$ cat config.mk
export PLATFORM = sky130hd
export DESIGN_NAME = memory_arbiter
export DESIGN_NICKNAME = d
export VERILOG_FILES = /design/src/rtl/memory_arbiter.sv
export SDC_FILE = /design/constraint.sdc
export NUM_CORES = 1
export LEC_CHECK = 0
export BUFFER_PORTS_ARGS = -buffer_cell sky130_fd_sc_hd__buf_2
export CAP_MARGIN = 20
export CORE_ASPECT_RATIO = 0.75
export CORE_MARGIN = 10
export CORE_UTILIZATION = 40
export CTS_CLUSTER_DIAMETER = 200
export CTS_CLUSTER_SIZE = 24
export DETAILED_ROUTE_END_ITERATION = 6
export HOLD_SLACK_MARGIN = 0.08
export PLACE_DENSITY = 0.76
export REMOVE_ABC_BUFFERS = 1
export SETUP_SLACK_MARGIN = 0.4
export SLEW_MARGIN = 20
export SYNTH_ARGS = -nofsm -noshare
export SYNTH_HDL_FRONTEND = slang
export SYNTH_SLANG_ARGS = --single-unit
$ cat constraint.sdc
create_clock -name CLK -period 1.85 [get_ports CLK]
set_input_delay 0.185 -clock CLK [delete_from_list [all_inputs] [get_ports CLK]]
set_output_delay 0.185 -clock CLK [all_outputs]
set_load 0.005 [all_outputs]
$ cat src/rtl/memory_arbiter.sv
// memory_arbiter
//   Single-ported RAM arbiter between the instruction fetch path and the
//   datapath load/store unit. Every access walks IDLE -> DACC/IACC -> RESP.
//   The hit is asserted while the FSM is in RESP. Load data is registered,
//   so a back-to-back requestor gets one access every three cycles.
//
// Handshake: a requestor holds iREN or dREN/dWEN until it sees its hit.
//   The arbiter samples requests only in IDLE. The RAM keeps ramREN/ramWEN
//   high until the cycle it returns ram_ready, and ramload is valid in that
//   same cycle. The arbiter drops the enables at the edge where ram_ready
//   is sampled high.
//
// Ports:
//   CLK, nRST              clock; asynchronous active-low reset
//   iREN, iaddr            fetch request and address
//   iload, ihit            registered fetch data and one-cycle completion pulse
//   dREN, dWEN             data read/write request (both high means write)
//   daddr, dstore          data address and write data
//   dload, dhit            registered read data and one-cycle completion pulse
//   ramREN, ramWEN         registered RAM enables (never both high)
//   ramaddr, ramstore      registered RAM address and write data
//   ramload, ram_ready     RAM read data and access-complete strobe
//   busy                   high in any state other than IDLE
//   err                    sticky flag set when an access times out
module memory_arbiter #(
  parameter int ADDR_W  = 32,
  parameter int DATA_W  = 32,
  parameter int TIMEOUT = 255
) (
  input  logic              CLK,
  input  logic              nRST,
  input  logic              iREN,
  input  logic [ADDR_W-1:0] iaddr,
  output logic [DATA_W-1:0] iload,
  output logic              ihit,
  input  logic              dREN,
  input  logic              dWEN,
  input  logic [ADDR_W-1:0] daddr,
  input  logic [DATA_W-1:0] dstore,
  output logic [DATA_W-1:0] dload,
  output logic              dhit,
  output logic              ramREN,
  output logic              ramWEN,
  output logic [ADDR_W-1:0] ramaddr,
  output logic [DATA_W-1:0] ramstore,
  input  logic [DATA_W-1:0] ramload,
  input  logic              ram_ready,
  output logic              busy,
  output logic              err
);

  localparam int CNT_W = $clog2(TIMEOUT + 1);

  typedef enum logic [1:0] {IDLE, DACC, IACC, RESP} state_t;

  state_t              state, next_state;
  logic                fair;       // 1 after a data access: the next fetch goes first
  logic                is_write;   // direction of the latched data access
  logic [CNT_W-1:0]    cnt;        // cycles spent in the current access
  logic                d_req;
  logic                start_d, start_i, done, timed_out;
  logic [DATA_W-1:0]   load_val;

  assign d_req = dREN | dWEN;

  // Abort substitutes a recognisable pattern so software can see the failure.
  assign load_val = ram_ready ? ramload : DATA_W'(32'hBAD1BAD1);

  always_ff @(posedge CLK or negedge nRST) begin
    if (!nRST) state <= IDLE;
    else       state <= next_state;
  end

  always_comb begin
    next_state = state;
    start_d    = 1'b0;
    start_i    = 1'b0;
    done       = 1'b0;
    timed_out  = 1'b0;
    case (state)
      IDLE: begin
        if (d_req && !fair) begin
          start_d    = 1'b1;
          next_state = DACC;
        end else if (iREN) begin
          start_i    = 1'b1;
          next_state = IACC;
        end else if (d_req) begin
          start_d    = 1'b1;
          next_state = DACC;
        end
      end
      DACC, IACC: begin
        // ram_ready in the final allowed cycle is a normal completion.
        if (ram_ready) begin
          done = 1'b1;
        end else if (cnt == CNT_W'(TIMEOUT - 1)) begin
          // cnt counts completed cycles, so this is the TIMEOUT-th access cycle.
          done      = 1'b1;
          timed_out = 1'b1;
        end
        if (done) next_state = RESP;
      end
      RESP:    next_state = IDLE;
      default: next_state = IDLE;
    endcase
  end

  always_ff @(posedge CLK or negedge nRST) begin
    if (!nRST) begin
      iload    <= '0;
      dload    <= '0;
      ihit     <= 1'b0;
      dhit     <= 1'b0;
      ramREN   <= 1'b0;
      ramWEN   <= 1'b0;
      ramaddr  <= '0;
      ramstore <= '0;
      busy     <= 1'b0;
      err      <= 1'b0;
      fair     <= 1'b0;
      is_write <= 1'b0;
      cnt      <= '0;
    end else begin
      ihit <= 1'b0;
      dhit <= 1'b0;
      busy <= (next_state != IDLE);

      if (start_d) begin
        ramaddr  <= daddr;
        ramstore <= dstore;
        is_write <= dWEN;
        ramWEN   <= dWEN;
        ramREN   <= ~dWEN;
        cnt      <= '0;
      end else if (start_i) begin
        ramaddr  <= iaddr;
        is_write <= 1'b0;
        ramWEN   <= 1'b0;
        ramREN   <= 1'b1;
        cnt      <= '0;
      end else if (state == DACC || state == IACC) begin
        cnt <= cnt + 1'b1;
      end

      if (done) begin
        ramREN <= 1'b0;
        ramWEN <= 1'b0;
        if (timed_out) err <= 1'b1;
        if (state == DACC) begin
          dhit <= 1'b1;
          fair <= 1'b1;
          if (!is_write) dload <= load_val;
        end else begin
          ihit  <= 1'b1;
          fair  <= 1'b0;
          iload <= load_val;
        end
      end
    end
  end

endmodule

==> results.toml, run 1 <==
[run_status]
status = "finished, final reports clean"

[timing]
slew_headroom_pct = 66.0
clock_skew_ns = 0.0107
setup_slack_ns = 0.148
post-route-min-period_ns = 1.70
grt_setup_unrepaired = "yes"
worstMarginPinSlew_ns = 0.509
max_freq_mhz = 588
setup_tns_ns = 0
min_period_over_period_pct = 92.0
final_hold_viol_count = 0
finalSetupViolations = 0
drv_slew = 0

[floorplanning]
coreArea_um2 = 14500
die_y_um = 125
initial_core_util_pct = 40.7
core.rowCount = 38
die_area_um2 = 20000
pin_count = 268
die_width_um = 160

[min_path]
min_delay_path_depth = 3
min_from = "iaddr[27]"
min_to = "ramaddr[27]"
hold_path_class = "in2reg"

[routing]
drtAntennaViolNets = 0
drcViolationCount = 0
first_pass_iters = 4
routedWlPerCell_um = 21.7
via_per_inst = 5.23
vias = 5759
drt-total-wl_um = 23900
drt_iter0_drc = 409

[pwr]
powerDensity_nw_per_um2 = 1720
p_comb_share_pct = 49.5
swShare_pct = 36.4
power.internal_uw = 11300
p_sw_uw = 6480
power_frac_seq_pct = 31.4
clockPowerShare_pct = 19.1
ir_drop_v = 0.000915
leakage_uw = 0.00493

[clocking]
cts_tree = "done"
numCtsBuffers = 17
clock_path_buffers = 2
htreeDepth = 4
clock_sinks = 146
cts_root_buffer = "clkbuf_16"
clk_latency_ns = 0.41
clk_pin_slew_ns = 0.07

[critical_path]
cp.arrival_ns = 2.00
cp_max_fo = 7
crit_type = "reg2reg"
required_ns = 2.14
reg2reg_to = "dload[26]"
path_cells = "inv_2 > ha_1 > nand2b_2 > or3_4 > buf_6 > o2bb2ai_1"
cpMaxStageDelayCell = "dfrtp_1"
slowest_delay_ns = 0.41
reg2reg_slack_ns = 0.15
r2r_cells = 6
startpoint_type = "flip-flop"
r2r_start = "state[1]"
end_kind = "flip-flop"

[cells_and_area]
layout_common_cells = "266 x buf_2, 146 x dfrtp_1, 115 x dlygate4sd3_1"
nNetsFinal = 1024
fin_util_pct = 71.7
drive_gt1_share_pct = 52.8
fin_area_um2 = 10400
syn2layout_area_growth_pct = 76.0
layout_commonest_cell = "buf_2"

[synth]
synth_area_per_cell_um2 = 12.9
synth_edf_count = 0
synthFlopType = "dfrtp_1"
async_reset_ff_share_pct = 100
synth-seq-cells = 146
synth_area_leaders = "dfrtp_1 62%, mux2_2 6.3%, mux2i_1 5.4%, o32a_1 4.6%, o2bb2ai_1 4.3%"
netlist_area_um2 = 5890
ys_seq_area_share_pct = 62.1
synthDistinctLibCells = 36
yosys_warnings = 0
synth_cells = 458
synth_top_cell_area_share_pct = 62.1
yosysTopAreaCell = "dfrtp_1"

[grt]
grt_pass1_vias = 5849
grt_pass1_wl_um = 32600
grt_usage_pct = 20.2
grt_start_max_net_pins = 56
overflow = 0
antenna_found_initial = 3

[placement]
dpl.hpwl_um = 13400
post_dp_cell_area_um2 = 7660
io_buffers = 267
place.gp.congestion = 0.839
place_ws_ns = -0.0241

[run]
max_cap_viol_count = 0
power by group through the flow:
stage          Sequential, uW  Combinational, uW  Clock [uW]
2_1_floorplan            5560               2920           0
6_report                 5580               8810        3390
3_3_place_gp             5410               6060           0
4_1_cts                  5420               7180        3450
5_1_grt                  5740               9380        3600
3_5_place_dp             5450               6210           0
synthesized netlist by cell type (2+ instances only):
cell type	count
o32a_2	9
buf_2	10
nand3_1	5
mux2i_1	32
nor2_1	11
o21ai_0	39
mux2_2	33
buf_6	2
xor2_1	3
xnor2_1	2
ha_1	4
o2bb2ai_1	29
dfrtp_1	146
clkbuf_1	20
o32a_1	27
nand2_1	55
a21oi_1	3
inv_1	5
nand4_1	2
or3_1	4
buf_4	2
metrics by stage:
stage               power, uW  hold slack (ns)  std cells
detailed placement      11700           0.0777        920
global placement        11500           0.0758        920
finish                  17800           0.0867       1102
CTS                     16000           0.0801       1071
global route            18700           0.0863       1102
floorplan                8480           -0.111        424
layout make-up:
type	count	area [um2]
repair buffers	442	3340
clock buffers	18	439
flip-flops and latches	146	3650
multi-input cells	273	2500
fillers	950	4090
well taps	200	250
inverters	6	30.0
clock inverters	14	140
diodes	3	7.51
how the worst max path moves through the flow:
stage,end,cells past startpoint,slack (ns),start
global route,dload[10],6,0.08,state[1]
CTS,iload[3],7,0.18,cnt[0]
detailed placement,iload[24],5,-0.02,state[0]
floorplan,ramaddr[0],3,-2.18,dWEN
finish,dload[26],6,0.15,state[1]
global placement,iload[5],5,0.07,state[0]
kinds of logic (layout without fill, tap and decap cells):
group	Yosys count	in the layout	share of synthesized area (%)
xor gates and xnor gates	5	5	0.744
DFF	146	146	62.1
buffers and inverters	40	480	3.23
and+or+nand+nor	85	85	6.29
muxes	65	65	11.8
AOI/OAI and AO/OA	113	114	15.1
other	0	3	0
adders and majority gates	4	4	0.850
worst max-delay path, delay by kind of cell, from the launching register on:
| kind | cells | cell delay [ns] |
|---|---|---|
| simple gates | 2 | 0.55 |
| flops | 1 | 0.41 |
| buf+inv | 2 | 0.24 |
| fa+ha+maj | 1 | 0.24 |
| compound gates | 1 | 0.12 |
what timing repair did:
| item | CTS | global route |
|---|---|---|
| pin swaps | 6 | 27 |
| hold endpoints to repair | 266 | 6 |
| hold buffers | 105 | 10 |
| cloned | 3 | 9 |
| setup buffers | 11 | 9 |
| endpoints found under the setup margin | 136 | 137 |
| gates resized for setup | 51 | 115 |
registers in the layout, indices dropped and copies added (netlist names), 2 cells and up:
| name | cells |
|---|---|
| dload | 32 |
| iload | 32 |
| ramaddr | 32 |
| ramstore | 32 |
| cnt | 8 |
| state | 2 |
per-layer routing:
metal	share of wire (%)	up-vias	track usage, %
met5	0	-	0
met3	7.2	56	6.30
met4	4.0	0	8.73
met2	52	290	34.4
met1	37	2857	23.1
li1	-	2556	-
Power figures use the tool's default switching activity.
==> run 2, diff against run 1 <==
--- a/config.mk
+++ b/config.mk
@@ -5,6 +5,7 @@
 export SDC_FILE = /design/constraint.sdc
 export NUM_CORES = 1
 export LEC_CHECK = 0
+export ABC_AREA = 1
 export BUFFER_PORTS_ARGS = -buffer_cell sky130_fd_sc_hd__buf_2
 export CAP_MARGIN = 20
 export CORE_ASPECT_RATIO = 0.75
@@ -14,7 +15,7 @@
 export CTS_CLUSTER_SIZE = 24
 export DETAILED_ROUTE_END_ITERATION = 6
 export HOLD_SLACK_MARGIN = 0.08
-export PLACE_DENSITY = 0.76
+export PLACE_DENSITY = 0.74
 export REMOVE_ABC_BUFFERS = 1
 export SETUP_SLACK_MARGIN = 0.4
 export SLEW_MARGIN = 20
==> results.toml, run 2 <==
[pwr]
powerDensity_nw_per_um2 = 1930
ir_drop_v = 0.000910
report.power.total_uw = 23600
leakage_uw = 0.00623

[cells_and_area]
layout_commonest_cell = "buf_2"
multi_input_area_um2 = 3410
drive_gt1_share_pct = 53.3
nNetsFinal = 1336
final-seq-area_um2 = 3650
layout_common_cells = "266 x buf_2, 181 x nand2_1, 145 x dfrtp_1"
stdcell_count = 1422
syn2layout_area_growth_pct = 92.6
fin_area_um2 = 12300
nFillCells = 772

[critical_path]
cp.arrival_ns = 2.42
crit_type = "reg2reg"
cp_max_fo = 7
path_cells = "nand2_1 > inv_1 > nor2_4 > nand2_4 > buf_12 > buf_12 > clkbuf_16 > nand2_2 > nand2_1"
cpMaxStageDelayCell = "dfrtp_1"
slowest_delay_ns = 0.40
required_ns = 2.06
startpoint_type = "flip-flop"
end_kind = "flip-flop"

[routing]
vias = 8722
drt-total-wl_um = 41800
first_pass_iters = 7
drt_iter0_drc = 1290
routedWlPerCell_um = 29.4
drtAntennaViolNets = 0
drcViolationCount = 35
via_per_inst = 6.13

[timing]
max_freq_mhz = 452
slew_headroom_pct = 68.5
drv_slew = 0
worstMarginPinSlew_ns = 0.473
final_hold_viol_count = 0
min_period_over_period_pct = 120
grt_setup_unrepaired = "yes"
post-route-min-period_ns = 2.21
clock_skew_ns = 0.0167
setup_slack_ns = -0.362
finalSetupViolations = 118

[synth]
synth_edf_count = 0
synth_area_per_cell_um2 = 8.49
async_reset_ff_share_pct = 100
synthDistinctLibCells = 28
synth-seq-cells = 146
synth_top_cell_area_share_pct = 57.4
synthFlopType = "dfrtp_1"
ys_seq_area_share_pct = 57.4
yosysTopAreaCell = "dfrtp_1"
synth_most_common_cell = "nand2_1"
synth_area_leaders = "dfrtp_1 57%, nand2_1 17%, a21oi_1 5.5%, nand4_1 3.3%, o21ai_0 3.0%"
yosys-top-cells-count = "295 x nand2_1, 146 x dfrtp_1, 70 x a21oi_1, 47 x nor2_1, 38 x o21ai_0"
synth_cells = 750
netlist_area_um2 = 6370
yosys_warnings = 0

[clocking]
clock_sinks = 146
clk_pin_slew_ns = 0.07
htreeDepth = 4
cts_root_buffer = "clkbuf_16"
numCtsBuffers = 17
clock_path_buffers = 2
cts_tree = "done"
clk_latency_ns = 0.43

[floorplanning]
coreArea_um2 = 15400
pin_count = 268
die_y_um = 129
die_width_um = 166
initial_core_util_pct = 41.3
core.rowCount = 39
die_area_um2 = 21400

[placement]
placedCellCount = 1196
dpl.hpwl_um = 15000
io_buffers = 267
post_dp_cell_area_um2 = 7970
place.gp.congestion = 0.838

[grt]
overflow = 0
grt_pass1_vias = 8150
grt_usage_pct = 28.2
grt_pass1_wl_um = 47500
grt_start_max_net_pins = 54
antenna_found_initial = 4

[min_path]
hold_path_class = "in2reg"

[run]
max_cap_viol_count = 0

[run_status]
status = "finished, violations left"
failed_checks = "DRC, setup timing"
==> run 2: changes by cell type in the layout (fill, tap and decap cells not counted), sizes merged, moves of 29 or more <==
cell,delta
nand2,+243
a21oi,+68
nor2,+38
o32a,-36
mux2,-33
mux2i,-32
nand4,+32
o2bb2ai,-29
==> run 2: final cells by class <==
cell class	count	area share, %
timing repair buffer	472	33.3
sequential	146	29.8
multi-input combinational	523	27.8
clock buffer	21	3.75
tap	205	2.09
clock inverter	11	1.43
inverter	35	1.27
timing repair inverter	3	0.388
antenna	6	0.122
==> run 2: what timing repair did <==
action,4_1_cts,5_1_grt
hold buffers,117,0
gates cloned,20,11
endpoints found under the hold margin,130,0
endpoints found under the setup margin,142,145
pin swaps,12,46
gates resized for setup,144,247
setup buffers,24,16
==> run 2: metal layers <==
layer / track usage, % / vias up / share of wire [%]
met4: 20.1 / 4 / 10
li1: - / 3310 / -
met5: 0 / - / 0.074
met2: 47.3 / 946 / 44
met1: 30.2 / 4044 / 32
met3: 8.94 / 418 / 13
==> run 2: final timing paths <==
check | from | end | slack [ns] | depth (start not counted)
worst max-delay path | fair | ramstore[18] | -0.36 | 9
worst min-delay path | ramload[16] | iload[16] | 0.08 | 4
worst max register to register | fair | ramstore[18] | -0.36 | 9
worst min register to register | ramstore[27] | ramstore[27] | 0.48 | 2
max in group asynchronous | nRST | iload[18] | 0.87 | 3
min in group asynchronous | nRST | ramstore[31] | 0.29 | 2
==> run 2: worst max-delay path: cells and delay by family (launching register included) <==
kind	cells	cell delay, ns
buffers and inverters	4	0.70
flip-flops	1	0.40
AND/OR/NAND/NOR	5	0.90
==> run 2: cells by family after synthesis <==
| group | Yosys count | synth area share (%) |
|---|---|---|
| xor+xnor | 2 | 0.275 |
| simple gates | 407 | 27.0 |
| compound gates | 110 | 8.86 |
| flops | 146 | 57.4 |
| buf+inv | 81 | 5.76 |
| fa+ha+maj | 4 | 0.786 |
==> run 2: report_power, final <==
group	leakage, uW	internal [uW]	switching, uW
Clock	0.000305	2350	1520
Sequential	0.00179	4670	1340
Combinational	0.00413	5990	7770
Total	0.00623	13000	10600
==> run 2: through the flow <==
| stage | TNS, ns | setup slack, ns | util, % | hold slack, ns |
|---|---|---|---|---|
| detailed placement | 0 | 0.0138 | 51.7 | 0.149 |
| global placement | 0 | 0.0862 | 51.7 | 0.148 |
| floorplan | -120.24 | -1.28 | - | -0.111 |
| finish | -13.67 | -0.362 | 79.5 | 0.0843 |
| CTS | 0 | 0.175 | 71.3 | 0.0801 |
| global route | -13.64 | -0.382 | 79.5 | 0.0856 |
